`config.mk`:
```
export PLATFORM = sky130hd
export DESIGN_NAME = input_conditioner
export DESIGN_NICKNAME = d
export VERILOG_FILES = /design/src/rtl/input_cond_pkg.sv /design/src/rtl/input_conditioner_debounce_channel.sv /design/src/rtl/input_conditioner.sv
export SDC_FILE = /design/constraint.sdc
export NUM_CORES = 1
export LEC_CHECK = 0
export BUFFER_PORTS_ARGS = -buffer_cell sky130_fd_sc_hd__buf_2
export CORE_ASPECT_RATIO = 0.9
export CORE_MARGIN = 5
export CORE_UTILIZATION = 54
export CTS_BUF_LIST = sky130_fd_sc_hd__clkbuf_4 sky130_fd_sc_hd__clkbuf_8 sky130_fd_sc_hd__clkbuf_16
export CTS_CLUSTER_DIAMETER = 40
export DETAILED_ROUTE_END_ITERATION = 10
export HOLD_SLACK_MARGIN = 0.15
export PLACE_DENSITY_LB_ADDON = 0.1
export SLEW_MARGIN = 30
export SYNTH_ARGS = -nofsm -noshare
export SYNTH_HDL_FRONTEND = slang
export SYNTH_SLANG_ARGS = --single-unit
```
`constraint.sdc`:
```
create_clock -name Clk -period 2.85 [get_ports Clk]
set_input_delay 0 -clock Clk [delete_from_list [all_inputs] [get_ports Clk]]
set_output_delay 0 -clock Clk [all_outputs]
set_load 0.05 [all_outputs]
```
`src/rtl/input_cond_pkg.sv`:
```
// Shared constants for the pushbutton/switch input conditioner.
// Channel indices name the three board pushbuttons; the debounce defaults
// cover both the short simulation value and the 20 ms board value.
package input_cond_pkg;

  // Pushbutton channel indices
  localparam int BTN_RESET = 0;
  localparam int BTN_RUN   = 1;
  localparam int BTN_CLRLD = 2;

  // Default geometry of the input bundle
  localparam int N_BTN_DEFAULT = 3;
  localparam int SW_W_DEFAULT  = 8;

  // Debounce length in clock cycles: short for simulation, 20 ms at 50 MHz on the board
  localparam int DEBOUNCE_CYCLES_SIM = 4;
  localparam int DEBOUNCE_CYCLES_HW  = 1_000_000;

  // Width of a counter able to hold 0 .. cycles
  function automatic int debounce_cnt_width(input int cycles);
    return $clog2(cycles + 1);
  endfunction

endpackage

```
`src/rtl/input_conditioner_debounce_channel.sv`:
```
// debounce_channel: one pushbutton lane.
// Raw active-low button -> 2-flop synchronizer -> stability counter ->
// debounced active-high level plus a one-cycle press pulse.
// Optional macro INPUT_COND_RELEASE_PULSE_EN adds a one-cycle release pulse.
module debounce_channel
  import input_cond_pkg::*;
#(
  parameter int DEBOUNCE_CYCLES = DEBOUNCE_CYCLES_SIM
) (
  input  logic clk,
  input  logic rst_n,
  input  logic btn_n,
  output logic level,
  output logic press
`ifdef INPUT_COND_RELEASE_PULSE_EN
  ,
  output logic rel_pulse
`endif
);

  localparam int CNT_W = debounce_cnt_width(DEBOUNCE_CYCLES);
  localparam logic [CNT_W-1:0] CNT_LAST = CNT_W'(DEBOUNCE_CYCLES - 1);

  logic [1:0]       sync_reg;
  logic             sample;
  logic [CNT_W-1:0] cnt_reg;
  logic [CNT_W-1:0] cnt_next;
  logic             level_reg;
  logic             level_next;
  logic             press_reg;
  logic             press_next;
  logic             mismatch;
  logic             accept;

  // Two-flop synchronizer; resets to "released" (raw high)
  always_ff @(posedge clk or negedge rst_n) begin
    if (!rst_n) begin
      sync_reg <= 2'b11;
    end else begin
      sync_reg <= {sync_reg[0], btn_n};
    end
  end

  // Synchronized sample in active-high (pressed = 1) form
  assign sample   = ~sync_reg[1];
  assign mismatch = (sample != level_reg);
  assign accept   = mismatch && (cnt_reg == CNT_LAST);

  // Count consecutive differing samples; any agreeing sample restarts the count
  always_comb begin
    cnt_next   = '0;
    level_next = level_reg;
    press_next = 1'b0;
    if (mismatch) begin
      if (accept) begin
        cnt_next   = '0;
        level_next = sample;
        press_next = sample;
      end else begin
        cnt_next = cnt_reg + CNT_W'(1);
      end
    end
  end

  // Counter, debounced level and press pulse registers
  always_ff @(posedge clk or negedge rst_n) begin
    if (!rst_n) begin
      cnt_reg   <= '0;
      level_reg <= 1'b0;
      press_reg <= 1'b0;
    end else begin
      cnt_reg   <= cnt_next;
      level_reg <= level_next;
      press_reg <= press_next;
    end
  end

  assign level = level_reg;
  assign press = press_reg;

`ifdef INPUT_COND_RELEASE_PULSE_EN
  logic rel_reg;

  // Release pulse: the accepted transition back to 0
  always_ff @(posedge clk or negedge rst_n) begin
    if (!rst_n) begin
      rel_reg <= 1'b0;
    end else begin
      rel_reg <= accept && !sample;
    end
  end

  assign rel_pulse = rel_reg;
`endif

endmodule

```
`src/rtl/input_conditioner.sv`:
```
// input_conditioner: front end of the shift-add multiplier.
// Synchronizes the slide switches and debounces the active-low pushbuttons,
// producing clean levels and one-cycle press pulses for the control FSM.
// Optional macro INPUT_COND_RELEASE_PULSE_EN adds the Btn_release output.
module input_conditioner
  import input_cond_pkg::*;
#(
  parameter int N_BTN           = N_BTN_DEFAULT,
  parameter int SW_W            = SW_W_DEFAULT,
  parameter int DEBOUNCE_CYCLES = DEBOUNCE_CYCLES_SIM
) (
  input  logic             Clk,
  input  logic             Reset,
  input  logic [N_BTN-1:0] Btn_USH,
  input  logic [SW_W-1:0]  S_USH,
  output logic [SW_W-1:0]  S,
  output logic [N_BTN-1:0] Btn_level,
  output logic [N_BTN-1:0] Btn_press
`ifdef INPUT_COND_RELEASE_PULSE_EN
  ,
  output logic [N_BTN-1:0] Btn_release
`endif
);

  logic [SW_W-1:0] sw_meta_reg;
  logic [SW_W-1:0] sw_sync_reg;

  // Switch path: plain 2-flop synchronizer, switches are not debounced
  always_ff @(posedge Clk or negedge Reset) begin
    if (!Reset) begin
      sw_meta_reg <= '0;
      sw_sync_reg <= '0;
    end else begin
      sw_meta_reg <= S_USH;
      sw_sync_reg <= sw_meta_reg;
    end
  end

  assign S = sw_sync_reg;

  // Button path: one independent debounce lane per pushbutton
  generate
    for (genvar gi = 0; gi < N_BTN; gi++) begin : g_btn
      debounce_channel #(
        .DEBOUNCE_CYCLES(DEBOUNCE_CYCLES)
      ) u_chan (
        .clk       (Clk),
        .rst_n     (Reset),
        .btn_n     (Btn_USH[gi]),
        .level     (Btn_level[gi]),
        .press     (Btn_press[gi])
`ifdef INPUT_COND_RELEASE_PULSE_EN
        ,
        .rel_pulse (Btn_release[gi])
`endif
      );
    end
  endgenerate

endmodule

```
---- After elaboration in Yosys (flattened, before gate mapping) ----
Index checks and enable logic that the tools add are counted.
cells by class
  equal/unequal tests ..................... 6
  reduce and logical (&&, ||, !) cells .... 6
  multiplexer cells ....................... 12
  add/sub/neg operators ................... 3
  bitwise gates (word level) .............. 3
operators with widths
  operator                                             number
  two-way mux 3 bit                                    6
  adder 3 x 1 -> 3 bit, second input constant          3
  equality test 3 x 2 -> 1 bit, second input constant  3
  two-way mux 1 bit                                    6
  AND reduction 2 bit                                  3
  logical AND 1 bit                                    3
  != test 1 bit                                        3
  inverter 1 bit                                       3
storage, ports and cells
  word-level logic and storage cells ...... 44
  input port bits ......................... 13
  bits in registers ....................... 37

---- Depth between registers and ports, before layout ----
  word-level depth ........................ 5
  gate-level depth with buffers ........... 3
  depth with buffers taken out ............ 3

---- By module ----
Synthesis repeated with hierarchy kept, for this count alone.
unflattened totals
  cell total of the unflattened synthesis .. 67
  area total of the unflattened synthesis .. 1,166.1 µm²
modules (own cells, without submodules)
  module             area each (µm²)  cells an instance  seq. area each (µm²)  instances
  debounce_channel   255.2            17                 177.7                 3
  input_conditioner  400.4            16                 400.4                 1

---- Worst setup path after synthesis ----
No wires, ideal clock.
  kind .................................... reg-to-reg
  start ................................... register g_btn[2].u_chan.cnt_reg[0]
  end ..................................... register g_btn[2].u_chan.cnt_reg[1]
  cell stages (with the launch flop) ...... 4
  slack ................................... 1,828 ps
  arrival ................................. 934 ps
  clock period less this slack ............ 1,022 ps
  data required time ...................... 2,762 ps
  cells stage by stage .................... dfrtp_1 ha_1 and2b_2 nor3b_1
on the way
  word-level cells in the longest chain between the ends .. 4
  elaborated cells on any way between the ends .. 5
ends and longest elaborated chain
  element                                                       RTL line                                  RTL
  start: declaration                                            input_conditioner_debounce_channel.sv:26  logic [CNT_W-1:0] cnt_reg;
  start signal: assignment                                      input_conditioner_debounce_channel.sv:72  cnt_reg <= cnt_next;
  branches (longest 2 deep; another with adder 3 x 1 -> 3 bit)  -
  two-way mux 3 bit (*)                                         input_conditioner_debounce_channel.sv:55  if (accept) begin
  two-way mux 3 bit (*)                                         input_conditioner_debounce_channel.sv:54  if (mismatch) begin
  via g_btn[2].u_chan.cnt_next[1]                               input_conditioner_debounce_channel.sv:27  logic [CNT_W-1:0] cnt_next;
Mark *: on every way through the listed nets, which the timed path passes.
A chain may end at the register's enable or synchronous reset.

---- Worst setup path after layout ----
Ends and elaborated chain as after synthesis.

==> impl_metrics.json <==
{
  "crit_start": "g_btn[2].u_chan.cnt_reg[0]",
  "clock-root-buffer": "clkbuf_4",
  "skew_ps": 6.81,
  "clkPwrFrac_pct": 27.5,
  "cts_resized": 0,
  "p_seq_share_pct": 49.7,
  "critPathKind": "flop to flop",
  "cts_tree": "yes",
  "design_area_sq_um": 1510,
  "place_area_sq_um": 1310,
  "power_frac_comb_pct": 22.8,
  "die_y_um": 54.6,
  "hold_ws_ps": 273,
  "final_nets": 126,
  "yosysSeqAreaShare_pct": 78.4,
  "layout_commonest_cell": "dfrtp_1",
  "fin_setup_tns_ps": 0,
  "row_count": 16,
  "cts.reportedPaths.clkPinSlew_ps": 110,
  "power_leakage_nw": 0.750,
  "clock-sinks": 37,
  "core_sq_um": 2140,
  "antenna_found_initial": 0,
  "period_needed_ps": 1110,
  "grt_pass1_wl_um": 3020,
  "die_area_sq_um": 3250,
  "numCtsBuffers": 5,
  "max_freq_ghz": 0.900,
  "layout-drive-gt1-share_pct": 37.8,
  "powerDensity_nw_per_um2": 860,
  "clk_latency_ps": 320,
  "pin_count": 27,
  "largest_reg_flops": 9,
  "worst_ir_drop_vdd_mv": 0.616,
  "syn_area_sq_um": 1190,
  "finalSetupViolCount": 0,
  "synthToLayoutAreaGrowth_pct": 27.1,
  "p_int_w": 0.000899,
  "yosysTopAreaCell": "dfrtp_1",
  "critPathLaunchType": "flop",
  "vias_per_cell": 4.69,
  "hold_viol": 0,
  "syn_area_per_cell_sq_um": 16.8,
  "grt_max_degree": 38,
  "cap_violations": 0,
  "synthCells": 71,
  "period_share_pct": 39.0,
  "cp_slowest_cell": "dfrtp_1",
  "ys_top_cells_by_area": "dfrtp_1 65%, dfstp_2 13%, nor3b_1 5.0%",
  "hold_path.class": "input pin to async pin",
  "synth_fp_nets": 87,
  "io_buffer_count": 26,
  "synth_top_area_share_pct": 65.1,
  "cts_setup_buffers": 0,
  "yosysWarnings": 0,
  "power_w": 0.00130,
  "num_vias": 647,
  "drcViolationCount": 0,
  "overflow": 0,
  "ant_nets": 0,
  "ys_seq_elements": 37,
  "cp.arrival_ps": 1350,
  "start_util_pct": 55.6,
  "final_cell_mix": "31 x dfrtp_1, 26 x buf_2, 12 x dlygate4sd3_1",
  "clock_path_buffers": 2,
  "critPathMaxFanout": 4,
  "die_w_um": 59.5,
  "synth_cell_type_count": 12,
  "grt_pass1_vias": 694,
  "drtIter0Drc": 2,
  "hpwl_um": 1170,
  "drt_first_pass_iters": 2,
  "rsz0062_at_grt": "no",
  "slowest_delay_ps": 390,
  "wl_um": 1720,
  "place_congestion": 0.660,
  "crit_required_ps": 3090,
  "cp-end-kind": "flop",
  "swShare_pct": 31.0,
  "wl_per_cell_um": 12.5,
  "slew_headroom_pct": 48.4,
  "r2r_slack_ps": 1740,
  "tightestPinTransition_ps": 774,
  "track_usage_pct": 13.8,
  "post-route-util_pct": 70.7,
  "p_switching_w": 0.000404,
  "n_antenna_cell": 0,
  "h-tree-depth": 2,
  "cp_cell_sequence": "ha_1 -> and2b_2 -> nor3b_1",
  "r2r-start": "g_btn[2].u_chan.cnt_reg[0]",
  "slew_viol_final": 0,
  "run_status": "finished clean"
}
-- power groups by stage --
stage                     clock network [W]  registers (W)  logic (W)
after global routing               0.000397       0.000659   0.000324
after floorplan                           0       0.000670   0.000230
after CTS                          0.000375       0.000648   0.000303
final                              0.000358       0.000647   0.000297
after detailed placement                  0       0.000659   0.000288
after global placement                    0       0.000652   0.000278
-- cells by family after synthesis --
group	synth area share (%)
muxes	2.52
xor gates and xnor gates	2.21
buffers and inverters	5.04
and+or+nand+nor	8.72
DFF	78.4
adders and majority gates	3.15
-- area by class of cell --
| type | instances | area, sq um |
|---|---|---|
| Clock inverter | 2 | 38.8 |
| Sequential cell | 37 | 933 |
| Clock buffer | 6 | 45.0 |
| Fill cell | 149 | 628 |
| Timing Repair Buffer | 38 | 250 |
| Multi-Input combinational cell | 24 | 198 |
| Inverter | 4 | 15.0 |
| Tap cell | 27 | 33.8 |
-- worst paths after layout --
| check | end | cells past startpoint |
|---|---|---|
| setup / recovery | g_btn[2].u_chan.cnt_reg[1] | 3 |
| hold / removal | sw_meta_reg[3] | 2 |
| setup reg to reg | g_btn[2].u_chan.cnt_reg[1] | 3 |
| hold reg to reg | S[1] | 0 |
| max in group asynchronous | g_btn[1].u_chan.cnt_reg[2] | 2 |
| min in group Clk | sw_meta_reg[2] | 2 |
-- Yosys cell counts, drive strengths merged --
cell type and count:
inv 4, and2b 3, xor2 3, nor3b 8
dfrtp 31, buf 6, nor3 3, dfstp 6
nor2 1, ha 3, mux2i 3
-- stage by stage --
step / setup slack, ps / cells
after floorplan: 1830 / 71
after global placement: 1800 / 118
after detailed placement: 1760 / 118
after CTS: 1740 / 138
after global routing: 1660 / 138
final: 1740 / 138
-- layer usage --
metal  GRT usage [%]  vias to the layer above  share of wire, %
met1            14.9                      319                41
li1                -                      302                 -
met5               0                        -                 0
met3            7.78                        5               8.9
met2            21.6                       21                47
met4            7.75                        0               2.7
-- critical path: cells and delay by family, from the launching register on --
kind | cells | cell delay, ps
fa+ha+maj | 1 | 210
flops | 1 | 390
simple gates | 2 | 420
-- what timing repair did --
item | 4_1_cts | 5_1_grt
hold buffers | 12 | 0
hold endpoints to repair | 42 | 0
setup endpoints to repair | 0 | 0
Note: power is estimated with default switching activity, not from simulation.
